===== src/rtl/interleaver_stream_pkg.sv =====
// Shared types and elaboration helpers for the prime-step streaming interleaver.
package interleaver_stream_pkg;

  typedef enum logic {FWD = 1'b0, REV = 1'b1} dir_t;

  function automatic int frame_len(input int n, input int tail);
    return n + tail;
  endfunction

  function automatic int addr_w(input int n, input int tail);
    int l;
    l = n + tail;
    return (l < 2) ? 1 : $clog2(l);
  endfunction

  function automatic int gcd(input int a, input int b);
    int x;
    int y;
    int t;
    x = a;
    y = b;
    while (y != 0) begin
      t = x % y;
      x = y;
      y = t;
    end
    return x;
  endfunction

endpackage


===== src/rtl/prime_addr_gen.sv =====
// Frame address generator: (P*idx) % N by repeated modular add for the first N
// indices, then the index itself for the tail symbols.
module prime_addr_gen
  import interleaver_stream_pkg::*;
#(
  parameter int N         = 10,
  parameter int P         = 3,
  parameter int TAIL_BITS = 0,
  parameter int AW        = addr_w(N, TAIL_BITS)
) (
  input  logic          clk,
  input  logic          reset,
  input  logic          clr,
  input  logic          step,
  output logic [AW-1:0] addr
);

  // One spare bit keeps perm + P below 2N without overflow.
  localparam int PW = $clog2(N) + 1;

  logic [AW-1:0] idx_q, idx_d;
  logic [PW-1:0] perm_q, perm_d, perm_sum;

  always_comb begin
    perm_sum = perm_q + PW'(P);
    idx_d    = idx_q;
    perm_d   = perm_q;
    if (clr) begin
      idx_d  = '0;
      perm_d = '0;
    end else if (step) begin
      idx_d  = idx_q + AW'(1);
      perm_d = (perm_sum >= PW'(N)) ? (perm_sum - PW'(N)) : perm_sum;
    end
  end

  always_ff @(posedge clk) begin
    if (reset) begin
      idx_q  <= '0;
      perm_q <= '0;
    end else begin
      idx_q  <= idx_d;
      perm_q <= perm_d;
    end
  end

  assign addr = (int'(idx_q) < N) ? AW'(perm_q) : idx_q;

endmodule


===== src/rtl/interleaver_prime_stream.sv =====
// Ping-pong buffered prime-permutation interleaver, one symbol per cycle.
// Optional in_last framing check enabled by INTERLEAVER_STREAM_FRAMECHK_EN.
module interleaver_prime_stream
  import interleaver_stream_pkg::*;
#(
  parameter int BITS      = 8,
  parameter int N         = 10,
  parameter int P         = 3,
  parameter int TAIL_BITS = 0,
  parameter int REVERSE   = 0
) (
  input  logic            clk,
  input  logic            reset,
  input  logic [BITS-1:0] in_data,
  input  logic            in_valid,
  output logic            in_ready,
  input  logic            in_last,
  output logic [BITS-1:0] out_data,
  output logic            out_valid,
  input  logic            out_ready,
  output logic            out_first,
`ifdef INTERLEAVER_STREAM_FRAMECHK_EN
  output logic            frame_err,
`endif
  output logic            out_last
);

  localparam int   L   = frame_len(N, TAIL_BITS);
  localparam int   AW  = addr_w(N, TAIL_BITS);
  localparam dir_t DIR = (REVERSE != 0) ? REV : FWD;

  if (N < 2 || P <= 0 || P >= N || gcd(P, N) != 1) begin : g_bad_params
    $error("interleaver_prime_stream: need N>=2, 0<P<N and gcd(P,N)==1");
  end

  logic [BITS-1:0] mem_q [2][L];
  logic [1:0]      full_q, full_d;
  logic            wr_bank_q, wr_bank_d, rd_bank_q, rd_bank_d;
  logic [AW-1:0]   wi_q, wi_d, ri_q, ri_d;
  logic            alive_q;
  logic [AW-1:0]   wa, ra, w_perm, r_perm;
  logic            wr_fire, rd_fire, wr_is_last, rd_is_last, wr_end, rd_end, wr_abort;

  // alive_q holds in_ready low through reset without a path from the reset pin.
  assign in_ready   = alive_q && !full_q[wr_bank_q];
  assign out_valid  = full_q[rd_bank_q];
  assign wr_fire    = in_valid && in_ready;
  assign rd_fire    = out_valid && out_ready;
  assign wr_is_last = (wi_q == AW'(L - 1));
  assign rd_is_last = (ri_q == AW'(L - 1));
  assign wr_end     = wr_fire && wr_is_last;
  assign rd_end     = rd_fire && rd_is_last;

`ifdef INTERLEAVER_STREAM_FRAMECHK_EN
  logic frame_err_q;
  assign wr_abort  = wr_fire && in_last && !wr_is_last;
  assign frame_err = frame_err_q;

  always_ff @(posedge clk) begin
    if (reset) frame_err_q <= 1'b0;
    else       frame_err_q <= wr_fire && (in_last != wr_is_last);
  end
`else
  logic unused_in_last;
  assign unused_in_last = in_last;
  assign wr_abort       = 1'b0;
`endif

  prime_addr_gen #(.N(N), .P(P), .TAIL_BITS(TAIL_BITS), .AW(AW)) u_wr_gen (
    .clk  (clk),
    .reset(reset),
    .clr  (wr_end || wr_abort),
    .step (wr_fire),
    .addr (w_perm)
  );

  prime_addr_gen #(.N(N), .P(P), .TAIL_BITS(TAIL_BITS), .AW(AW)) u_rd_gen (
    .clk  (clk),
    .reset(reset),
    .clr  (rd_end),
    .step (rd_fire),
    .addr (r_perm)
  );

  assign wa = (DIR == REV) ? w_perm : wi_q;
  assign ra = (DIR == FWD) ? r_perm : ri_q;

  // Write and read sides always work on different banks, so both updates apply.
  always_comb begin
    full_d    = full_q;
    wr_bank_d = wr_bank_q;
    rd_bank_d = rd_bank_q;
    wi_d      = wi_q;
    ri_d      = ri_q;
    if (wr_fire) wi_d = wi_q + AW'(1);
    if (wr_end) begin
      full_d[wr_bank_q] = 1'b1;
      wr_bank_d         = !wr_bank_q;
      wi_d              = '0;
    end
    if (wr_abort) wi_d = '0;
    if (rd_fire) ri_d = ri_q + AW'(1);
    if (rd_end) begin
      full_d[rd_bank_q] = 1'b0;
      rd_bank_d         = !rd_bank_q;
      ri_d              = '0;
    end
  end

  always_ff @(posedge clk) begin
    if (reset) begin
      full_q    <= '0;
      wr_bank_q <= 1'b0;
      rd_bank_q <= 1'b0;
      wi_q      <= '0;
      ri_q      <= '0;
      alive_q   <= 1'b0;
    end else begin
      full_q    <= full_d;
      wr_bank_q <= wr_bank_d;
      rd_bank_q <= rd_bank_d;
      wi_q      <= wi_d;
      ri_q      <= ri_d;
      alive_q   <= 1'b1;
    end
  end

  always_ff @(posedge clk) begin
    if (wr_fire) mem_q[wr_bank_q][wa] <= in_data;
  end

  assign out_data  = mem_q[rd_bank_q][ra];
  assign out_first = out_valid && (ri_q == '0);
  assign out_last  = out_valid && rd_is_last;

endmodule


===== config.mk =====
export PLATFORM = sky130hd
export DESIGN_NAME = interleaver_prime_stream
export DESIGN_NICKNAME = d
export VERILOG_FILES = /design/src/rtl/interleaver_stream_pkg.sv /design/src/rtl/prime_addr_gen.sv /design/src/rtl/interleaver_prime_stream.sv
export SDC_FILE = /design/constraint.sdc
export NUM_CORES = 1
export LEC_CHECK = 0
export BUFFER_PORTS_ARGS = -buffer_cell sky130_fd_sc_hd__buf_2
export CAP_MARGIN = 20
export CORE_ASPECT_RATIO = 1.4
export CORE_MARGIN = 2
export CORE_UTILIZATION = 35
export CTS_CLUSTER_DIAMETER = 30
export DETAILED_ROUTE_END_ITERATION = 6
export PLACE_DENSITY_LB_ADDON = 0.1
export SETUP_SLACK_MARGIN = 0.02
export SLEW_MARGIN = 30
export SYNTH_ARGS = -nofsm -noshare
export SYNTH_HDL_FRONTEND = slang
export SYNTH_SLANG_ARGS = --single-unit

===== constraint.sdc =====
create_clock -name clk -period 6.1 [get_ports clk]
set_clock_uncertainty 0.05 [all_clocks]
set_input_delay 1.22 -clock clk [delete_from_list [all_inputs] [get_ports clk]]
set_output_delay 1.22 -clock clk [all_outputs]
set_load 0.005 [all_outputs]

==> metrics.yaml, run 1 <==
placement:
  io_buffers: 23
  dp_hpwl_um: 11720
  dp.cells: 812
  gp_congestion: 0.7259
yosys:
  syn_area_mm2: 0.007581
  synthXorXnorAreaFrac_pct: 1.964
  async_flop_share_pct: 0
  synth_adder_area_share_pct: 1.815
  netlist_top_cells_area: "edfxtp_1 (63%), dfxtp_1 (6.1%), nand2_1 (4.7%)"
  yosysMostFrequentCell: "edfxtp_1"
  synthSimpleGateAreaFrac_pct: 10.66
  mappedNetlistNets: 572
  yosysTopAreaCell: "edfxtp_1"
  syn_inst: 548
  synthMuxAreaShare_pct: 8.434
  ys_warn_count: 0
  synth_top_area_share_pct: 63.38
  synth-seq-cells: 183
  synth_top_family_by_area: "simple AND/OR/NAND/NOR gates"
  synthTopCellsByCount: "edfxtp_1 (160), nand2_1 (94), nor2_1 (44), mux2i_1 (32), dfxtp_1 (23)"
  synth-compound-area-share_pct: 5.479
  ys_seq_area_share_pct: 69.45
  synth_edf_count: 160
  synth_area_per_cell_um2: 13.83
  ys.flop_type: "edfxtp_1"
  synth_cell_type_count: 44
setup_path:
  r2r-start: "wr_bank_q$_SDFFE_PP0N_"
  criticalPathCategory: "reg2out"
  crit_arrival_ns: 3.26
  crit_fanout: 65
  cp.buffers_inverters: 1
  cpPeakStageDelay_ns: 0.84
  crit_path_end_kind: "output port"
  critical_path.cell_chain: "o21ai_4, mux2_4, mux2i_1, o22ai_1, nor4_1, o21ai_0, buf_2"
  crit_path_top_delay_cell: "mux2_4"
  cp-start-kind: "flop"
  crit_family: "multiplexers"
  critPathLaunch: "u_rd_gen.idx_q[1]$_SDFFE_PP0P_"
  cp.required_ns: 4.83
timing:
  min_period_ns: 4.535
  fin_setup_tns_ns: 0
  min_period_over_period_pct: 74.34
  max_freq_ghz: 0.2205
  slew_headroom_pct: 36.68
  setup_viol: 0
  slew_violations: 0
  worst_slew_pin_slew_ns: 0.9498
  rsz0062_at_grt: "no"
  finalHoldViolations: 0
drt:
  wire_per_inst_um: 21.48
  drt_first_iter_violations: 311
  drt_first_pass_iters: 4
  drt_wl_total_um: 18130
  via_per_inst: 5.116
  drc_errors: 0
  drtAntennaViolNets: 0
  via_count: 4318
final_layout:
  drive_gt1_share_pct: 13.70
  n_antenna_cell: 0
  area_growth_pct: 12.64
  fin_nets: 595
  layoutNonFillerInstCount: 844
global_route:
  grt_pass1_vias: 4305
  overflow: 0
  grt_pass1_wl_um: 26920
  grt_start_max_net_pins: 66
  antenna_found_initial: 0
  track_usage_pct: 16.77
worst_hold_path:
  hold_class: "reg2reg"
  min-delay-start: "u_rd_gen.perm_q[4]$_SDFFE_PP0P_"
floorplan:
  core_mm2: 0.02120
  die_x_um: 128.4
  ios: 25
  die-area_mm2: 0.02287
  floorplan.initialDensity_pct: 35.75
  fp.dieH_um: 178.1
  num_rows: 63
power_and_ir_drop:
  powerDensity_mw_per_mm2: 297.5
  cellLeakagePower_nw: 2.757
  ir_drop_uv: 186.7
clock_tree:
  root_buffer: "clkbuf_16"
  cts_resized: 0
  cts_setup_buffers: 0
  path_clk_slew_ns: 0.07
  cts-htree-levels: 4
  cts_sinks: 183
  clk_path_buf_depth: 2
  insertion_delay_ns: 0.43
  numCtsBuffers: 17
  cts_tree: "yes"
  holdBufCountCts: 0
flow_run:
  drv_cap: 0
status:
  status: "complete, no violations"
## layout make-up
| class | count | area (µm²) |
|---|---|---|
| Fill cell | 1969 | 12660 |
| Sequential cell | 183 | 5265 |
| Multi-Input combinational cell | 330 | 2155 |
| Clock buffer | 18 | 429.2 |
| Tap cell | 260 | 325.3 |
| Clock inverter | 14 | 175.2 |
| Timing Repair Buffer | 27 | 145.1 |
| Inverter | 12 | 45.04 |
## power breakdown
part,total (mW),internal [mW],switching [mW]
Clock,1.13,0.648,0.481
Sequential,1.37,1.36,0.00225
Combinational,0.0445,0.0106,0.0339
## routing by layer
metal	global-route usage (%)	part of all wire (%)
met1	20.02	41
met4	5.678	0.96
met2	29.81	54
met5	0	0
met3	3.689	3.4
## worst min-delay path, cell delays in order, from the launching register on
cell      delay [ns]
dfxtp_1         0.33
nand2b_1        0.07
a21oi_1         0.05
## through the flow
step	setup WS, ns	hold WS, ns	util [%]	power, mW	area [µm²]
2_1_floorplan	3.055	0.4045	-	1.409	7581
3_3_place_gp	1.969	0.4269	37.40	1.439	7930
3_5_place_dp	1.966	0.4360	37.40	1.441	7930
4_1_cts	1.477	0.4510	40.25	2.563	8534
5_1_grt	1.297	0.4751	40.27	2.621	8539
6_report	1.565	0.4452	40.27	2.540	8539
## sequential cells by signal (all words and copies together) (netlist names), named ones only
name / cells
alive_q: 1
full_q: 2
mem_q: 160
rd_bank_q: 1
ri_q: 4
u_rd_gen.idx_q: 4
u_rd_gen.perm_q: 5
wa: 4
wr_bank_q: 1
## layout by cell type (no fill, tap or decap), types with 6 or more instances in the layout
cell type / n
a21oi_1: 20
a31oi_1: 7
a32oi_1: 7
buf_2: 23
clkbuf_16: 17
dfxtp_1: 23
edfxtp_1: 160
ha_1: 11
inv_1: 12
mux2i_1: 32
mux4_2: 11
nand2_1: 94
nand3_1: 19
nor2_1: 42
nor4_1: 7
o21ai_0: 7
o21ai_1: 6
o22ai_1: 7
xnor2_1: 6
xor2_1: 11
## worst paths after layout
kind                            cells after the start                              end  slack, ns
worst max-delay path                                7                      out_data[1]       1.57
worst min-delay path                                2  u_rd_gen.perm_q[4]$_SDFFE_PP0P_       0.45
worst max register to register                      5            mem_q[0][2]$_DFFE_PP_       3.32
worst min register to register                      2  u_rd_gen.perm_q[4]$_SDFFE_PP0P_       0.45
## kinds of logic (layout without fill, tap and decap cells)
| group | after synthesis | after routing |
|---|---|---|
| AOI/OAI and AO/OA | 66 | 66 |
| buffers and inverters | 35 | 71 |
| DFF | 183 | 183 |
| adders and majority gates | 11 | 11 |
| and+or+nand+nor | 188 | 188 |
| muxes | 48 | 48 |
| xor gates and xnor gates | 17 | 17 |
(Power assumes the default switching activity.)
==> inputs of run 2 (changes only) <==
==> constraint.sdc (replaced) <==
create_clock -name clk -period 4.4 [get_ports clk]
set_clock_uncertainty 0.05 [all_clocks]
set_input_delay 0.88 -clock clk [delete_from_list [all_inputs] [get_ports clk]]
set_output_delay 0.88 -clock clk [all_outputs]
set_load 0.005 [all_outputs]
==> run 2 against run 1 <==
  * Non-clock buffer count up 3
  * Worst hold slack worse by 0.0053 ns
  * Largest cell class unchanged
  * Core utilization fell by 0.071 points
  * Via count down 0.39%
  * Flip-flop and latch count unchanged
  * Critical path type unchanged
  * Sequential share of layout area increased by 0.11 points
==> metrics.yaml, run 2 (same netlist as run 1, synthesis figures left out) <==
setup_path:
  reg2regPathDepth: 5  # unchanged
  crit_path_end_kind: "output port"
  setup.worst_path.end: "out_data[4]"
  cp-start-kind: "flop"
  crit_fanout: 50  # -23%
  crit_arrival_ns: 3.11  # -0.15 ns
  criticalPathCategory: "reg2out"
  crit_family: "compound AO/OA/AOI/OAI gates"
  critPathLaunch: "u_rd_gen.idx_q[1]$_SDFFE_PP0P_"
  cp.depth: 7  # unchanged
  cp.required_ns: 3.47  # -1.36 ns
  rr_endpoint: "mem_q[1][1]$_DFFE_PP_"
  r2r-start: "wr_bank_q$_SDFFE_PP0N_"
  cpPeakStageDelay_ns: 0.72  # -0.12 ns
  crit_path_top_delay_cell: "mux2_4"
  r2r_slack_ns: 1.55  # -1.77 ns
  critical_path.cell_chain: "o21ai_4, mux2_4, mux2i_1, a32oi_1, a31oi_1, o21ai_1, buf_2"
  cp.buffers_inverters: 1  # unchanged
placement:
  dp_hpwl_um: 11800  # +0.68%
  gp_congestion: 0.7389  # +1.8%
  io_buffers: 23  # unchanged
final_layout:
  layout_commonest_cell: "edfxtp_1"
  area_growth_pct: 12.44
  fin_nets: 598  # +0.50%
  largest_register_ffs: 160  # unchanged
  mostFrequentLayoutCells: "edfxtp_1 (160), nand2_1 (94), nor2_1 (43)"
  drive_gt1_share_pct: 13.80  # +0.10 points
  n_antenna_cell: 0  # unchanged
  top_register: "mem_q"
  largestRegisters: "mem_q x160, u_rd_gen.perm_q x5"
floorplan:
  core_mm2: 0.02120  # unchanged
  floorplan.initialDensity_pct: 35.75  # unchanged
  die-area_mm2: 0.02287  # unchanged
  num_rows: 63  # unchanged
  die_x_um: 128.4  # unchanged
  fp.dieH_um: 178.1  # unchanged
  ios: 25  # unchanged
timing:
  max_freq_ghz: 0.2476
  min_period_ns: 4.039
  finalHoldViolations: 0  # unchanged
  fin_setup_tns_ns: 0  # unchanged
  setup_viol: 0  # unchanged
  slew_headroom_pct: 36.65  # about the same
  min_period_over_period_pct: 91.79
  worst_slew_pin_slew_ns: 0.9468  # -0.003022 ns
  rsz0062_at_grt: "no"
  slew_violations: 0  # unchanged
power_and_ir_drop:
  powerDensity_mw_per_mm2: 402.0  # +35%
  cellLeakagePower_nw: 2.759  # +0.10%
  power_mw: 3.426  # +35%
  ir_drop_uv: 238.3  # +28%
clock_tree:
  cts_sinks: 183  # unchanged
  numCtsBuffers: 17  # unchanged
  path_clk_slew_ns: 0.07  # about the same
  root_buffer: "clkbuf_16"
  clk_path_buf_depth: 2  # unchanged
  insertion_delay_ns: 0.43  # about the same
  holdBufCountCts: 0  # unchanged
  cts-htree-levels: 4  # unchanged
  cts_resized: 0  # unchanged
  cts_setup_buffers: 0  # unchanged
  cts_tree: "yes"
global_route:
  track_usage_pct: 16.67  # -0.10 points
  grt_start_max_net_pins: 51  # -23%
  grtUsageMet1_pct: 20.20  # +0.18 points
  busiest_layer: "met2"
  grt_pass1_vias: 4341  # +0.84%
  use_met3_pct: 2.879  # -0.81 points
  antenna_found_initial: 0  # unchanged
  use_met2_pct: 29.54  # -0.27 points
  grt_pass1_wl_um: 27090  # +0.62%
  overflow: 0  # unchanged
drt:
  drt_first_pass_iters: 4  # unchanged
  via_per_inst: 5.078  # -0.75%
  drt_first_iter_violations: 308  # -0.96%
  drtAntennaViolNets: 0  # unchanged
  wire_per_inst_um: 21.08  # -1.9%
  drc_errors: 0  # unchanged
  drt_wl_total_um: 17850  # -1.5%
  via_count: 4301  # -0.39%
worst_hold_path:
  hold_class: "reg2reg"
  whs_path_depth: 2  # unchanged
flow_run:
  drv_cap: 0  # unchanged
status:
  status: "complete, no violations"
==> run 2: worst min path at each step <==
stage | startpoint | to | slack [ns]
after floorplan | u_rd_gen.perm_q[4]$_SDFFE_PP0P_ | u_rd_gen.perm_q[4]$_SDFFE_PP0P_ | 0.40
after global placement | u_rd_gen.perm_q[4]$_SDFFE_PP0P_ | u_rd_gen.perm_q[4]$_SDFFE_PP0P_ | 0.42
after detailed placement | full_q[1]$_SDFF_PP0_ | full_q[1]$_SDFF_PP0_ | 0.43
after CTS | full_q[1]$_SDFF_PP0_ | full_q[1]$_SDFF_PP0_ | 0.45
after global routing | u_rd_gen.perm_q[4]$_SDFFE_PP0P_ | u_rd_gen.perm_q[4]$_SDFFE_PP0P_ | 0.48
final | u_rd_gen.perm_q[4]$_SDFFE_PP0P_ | u_rd_gen.perm_q[4]$_SDFFE_PP0P_ | 0.44
==> run 2: worst register-to-register path: cells and delay by family, from the launching register on <==
family | cells | cell delay [ns]
AND/OR/NAND/NOR | 4 | 1.64
multiplexers | 1 | 0.30
flip-flops | 1 | 0.48
==> run 2: power by group <==
| group | leakage (nW) | internal [mW] | total (mW) | switching (mW) |
|---|---|---|---|---|
| logic | 0.859 | 0.0148 | 0.0623 | 0.0475 |
| registers | 1.63 | 1.89 | 1.90 | 0.00321 |
| clock network | 0.274 | 0.798 | 1.47 | 0.671 |
| total | 2.76 | 2.70 | 3.43 | 0.722 |
==> run 2: area by class of cell <==
class                   instances  area [µm²]
clock inverters                13       136.4
fillers                      1951       12680
inverters                      12       45.04
repair buffers                 30       167.7
multi-input cells             330        2152
well taps                     260       325.3
clock buffers                  19       432.9
flip-flops and latches        183        5265
==> run 2: metrics by stage <==
stage / area, µm² / utilization, % / hold WS, ns / std cells / setup WS, ns
finish: 8524 / 40.20 / 0.4399 / 847 / 0.3614
CTS: 8522 / 40.19 / 0.4466 / 847 / 0.2610
global placement: 7953 / 37.51 / 0.4218 / 815 / 0.7248
global route: 8524 / 40.20 / 0.4821 / 847 / 0.1464
floorplan: 7581 / - / 0.4045 / 548 / 1.695
detailed placement: 7953 / 37.51 / 0.4309 / 815 / 0.7370
==> run 2: per-layer routing <==
| layer | share of wire (%) | up-vias |
|---|---|---|
| li1 | - | 2071 |
| met1 | 41 | 2137 |
| met2 | 54 | 70 |
| met3 | 2.7 | 23 |
| met4 | 2.1 | 0 |
| met5 | 0 | - |
==> inputs of run 3 (changes only) <==
--- a/config.mk
+++ b/config.mk
@@ -5,10 +5,11 @@
 export SDC_FILE = /design/constraint.sdc
 export NUM_CORES = 1
 export LEC_CHECK = 0
+export ABC_AREA = 1
 export BUFFER_PORTS_ARGS = -buffer_cell sky130_fd_sc_hd__buf_2
 export CAP_MARGIN = 20
 export CORE_ASPECT_RATIO = 1.4
-export CORE_MARGIN = 2
+export CORE_MARGIN = 1
 export CORE_UTILIZATION = 35
 export CTS_CLUSTER_DIAMETER = 30
 export DETAILED_ROUTE_END_ITERATION = 6
==> run 3 against run 2 <==
  * Sequential power hardly changed
  * Maximum frequency is 14% higher
  * Synthesized cell count is 37% higher
  * Critical path type unchanged
==> metrics.yaml, run 3 <==
status:
  status: "complete, no violations"
timing:
  slew_headroom_pct: 44.91  # +8.3 points
  slew_violations: 0  # unchanged
  min_period_ns: 3.544  # -0.4948 ns
  rsz0062_at_grt: "no"
  worst_slew_pin_slew_ns: 0.8262  # -0.1206 ns
  finalHoldViolations: 0  # unchanged
  setup_viol: 0  # unchanged
  min_period_over_period_pct: 80.54  # -11 points
  holdWs_ns: 0.4269  # -0.01303 ns
  max_freq_ghz: 0.2822  # +14%
  fin_setup_tns_ns: 0  # unchanged
clock_tree:
  numCtsBuffers: 17  # unchanged
  cts-htree-levels: 4  # unchanged
  cts_tree: "yes"
  cts_setup_buffers: 0  # unchanged
  cts_sinks: 183  # unchanged
  clk_path_buf_depth: 2  # unchanged
  cts_resized: 0  # unchanged
  insertion_delay_ns: 0.43  # about the same
  root_buffer: "clkbuf_16"
  path_clk_slew_ns: 0.07  # about the same
  holdBufCountCts: 0  # unchanged
final_layout:
  largestRegisters: "mem_q x160, u_rd_gen.perm_q x5"
  layout_commonest_cell: "nand2_1"
  layoutNonFillerInstCount: 1079  # +27%
  area_growth_pct: 12.11
  n_antenna_cell: 0  # unchanged
  top_register: "mem_q"
  multi_input_area_mm2: 0.002406  # +12%
  drive_gt1_share_pct: 8.869  # -4.9 points
  fin_nets: 789  # +32%
  regArea_mm2: 0.005269  # about the same
  mostFrequentLayoutCells: "nand2_1 (189), edfxtp_1 (160), nand3_1 (102)"
  largest_register_ffs: 160  # unchanged
  num-fill-cells: 2188  # +12%
  stdcell_area_mm2: 0.009026  # +5.9%
power_and_ir_drop:
  ir_drop_uv: 298.4  # +25%
  powerDensity_mw_per_mm2: 389.5  # -3.1%
  cellLeakagePower_nw: 3.172  # +15%
drt:
  drt_first_pass_iters: 5  # +1
  drt_first_iter_violations: 333  # +8.1%
  drtAntennaViolNets: 0  # unchanged
  drc_errors: 0  # unchanged
  via_per_inst: 4.882  # -3.9%
  via_count: 5268  # +22%
  drt_wl_total_um: 19560  # +9.6%
  wire_per_inst_um: 18.12  # -14%
yosys:
  synth-seq-cells: 183  # unchanged
  ys_seq_area_share_pct: 65.39  # -4.1 points
  synthTopCellsByCount: "nand2_1 (189), edfxtp_1 (160), nand3_1 (102), inv_1 (59), o21ai_0 (42)"
  yosysTopAreaCell: "edfxtp_1"
  mappedNetlistNets: 775  # +35%
  synth_cell_type_count: 33  # -25%
  synth_edf_count: 160  # unchanged
  ys_warn_count: 0  # unchanged
  netlist_top_cells_area: "edfxtp_1 (60%), nand2_1 (8.8%), nand3_1 (6.3%)"
  synth_top_area_share_pct: 59.67  # -3.7 points
  ys.flop_type: "edfxtp_1"
  syn_inst: 751  # +37%
  syn_area_mm2: 0.008051  # +6.2%
  async_flop_share_pct: 0  # unchanged
  synth_area_per_cell_um2: 10.72  # -23%
  yosysMostFrequentCell: "nand2_1"
setup_path:
  crit_arrival_ns: 2.61  # -0.50 ns
  cp.required_ns: 3.47  # about the same
  crit_path_end_kind: "output port"
  criticalPathCategory: "reg2out"
  cp-start-kind: "flop"
  crit_fanout: 25  # -50%
floorplan:
  die_x_um: 130.2  # +1.4%
  core_mm2: 0.02253  # +6.2%
  ios: 25  # unchanged
  fp.dieH_um: 181.5  # +1.9%
  num_rows: 65  # +3.2%
  floorplan.initialDensity_pct: 35.74  # about the same
  die-area_mm2: 0.02362  # +3.3%
global_route:
  grt_pass1_wl_um: 30750  # +13%
  overflow: 0  # unchanged
  grt_pass1_vias: 5416  # +25%
  track_usage_pct: 17.94  # +1.3 points
  antenna_found_initial: 0  # unchanged
  grt_start_max_net_pins: 105  # +110%
flow_run:
  drv_cap: 0  # unchanged
placement:
  dpl-instance-area_mm2: 0.008423  # +5.9%
  dp_hpwl_um: 12530  # +6.2%
  io_buffers: 23  # unchanged
  gp_congestion: 0.8498  # +15%
  dp.cells: 1047  # +28%
worst_hold_path:
  hold_class: "reg2reg"
run 3: final timing paths:
path,from,endpoint,slack (ns),cells past startpoint
setup / recovery,flop,out_data[1],0.86,9
hold / removal,u_rd_gen.perm_q[4]$_SDFFE_PP0P_,u_rd_gen.perm_q[4]$_SDFFE_PP0P_,0.43,2
setup reg to reg,wr_bank_q$_SDFFE_PP0N_,mem_q[1][62]$_DFFE_PP_,1.22,6
hold reg to reg,u_rd_gen.perm_q[4]$_SDFFE_PP0P_,u_rd_gen.perm_q[4]$_SDFFE_PP0P_,0.43,2
run 3: final cells by class:
type,instances,area share (%)
inverters,61,2.537
clock buffers,24,5.226
multi-input cells,476,26.66
clock inverters,8,1.372
well taps,301,4.172
repair buffers,26,1.663
flip-flops and latches,183,58.37
run 3: logic make-up after synthesis:
logic type	Yosys count	share of synthesized area (%)
fa+ha+maj	11	1.709
flops	183	65.39
buf+inv	92	4.817
simple gates	352	19.38
xor+xnor	1	0.1088
mux	8	0.9946
compound gates	104	7.599
run 3: routing by layer:
layer | global-route usage (%) | up-vias | share of wire (%)
li1 | - | 2611 | -
met1 | 21.64 | 2543 | 43
met2 | 30.83 | 82 | 51
met3 | 3.388 | 32 | 3.1
met4 | 7.628 | 0 | 3.0
met5 | 0 | - | 0
run 3: power breakdown:
group	internal [mW]	leakage (nW)	switching, mW	total [mW]
sequential	1.89	1.63	0.00239	1.89
clock	0.923	0.284	0.625	1.55
combinational	0.0175	1.26	0.0555	0.0730
run 3: through the flow:
stage	power [mW]	utilization, %	setup WS (ns)
after floorplan	1.959	-	2.131
after global placement	2.006	37.39	1.202
after detailed placement	2.007	37.39	1.201
after CTS	3.552	40.03	0.7283
after global routing	3.617	40.07	0.5896
final	3.516	40.07	0.8562
run 3: worst max-delay path, stage by stage (launching register included):
cell      delay (ns)
dfxtp_4         0.36
inv_1           0.57
buf_4           0.41
a21boi_0        0.14
nand2_1         0.10
nand3_1         0.13
nand3_1         0.15
nand3_1         0.11
nand2_1         0.09
buf_2           0.11
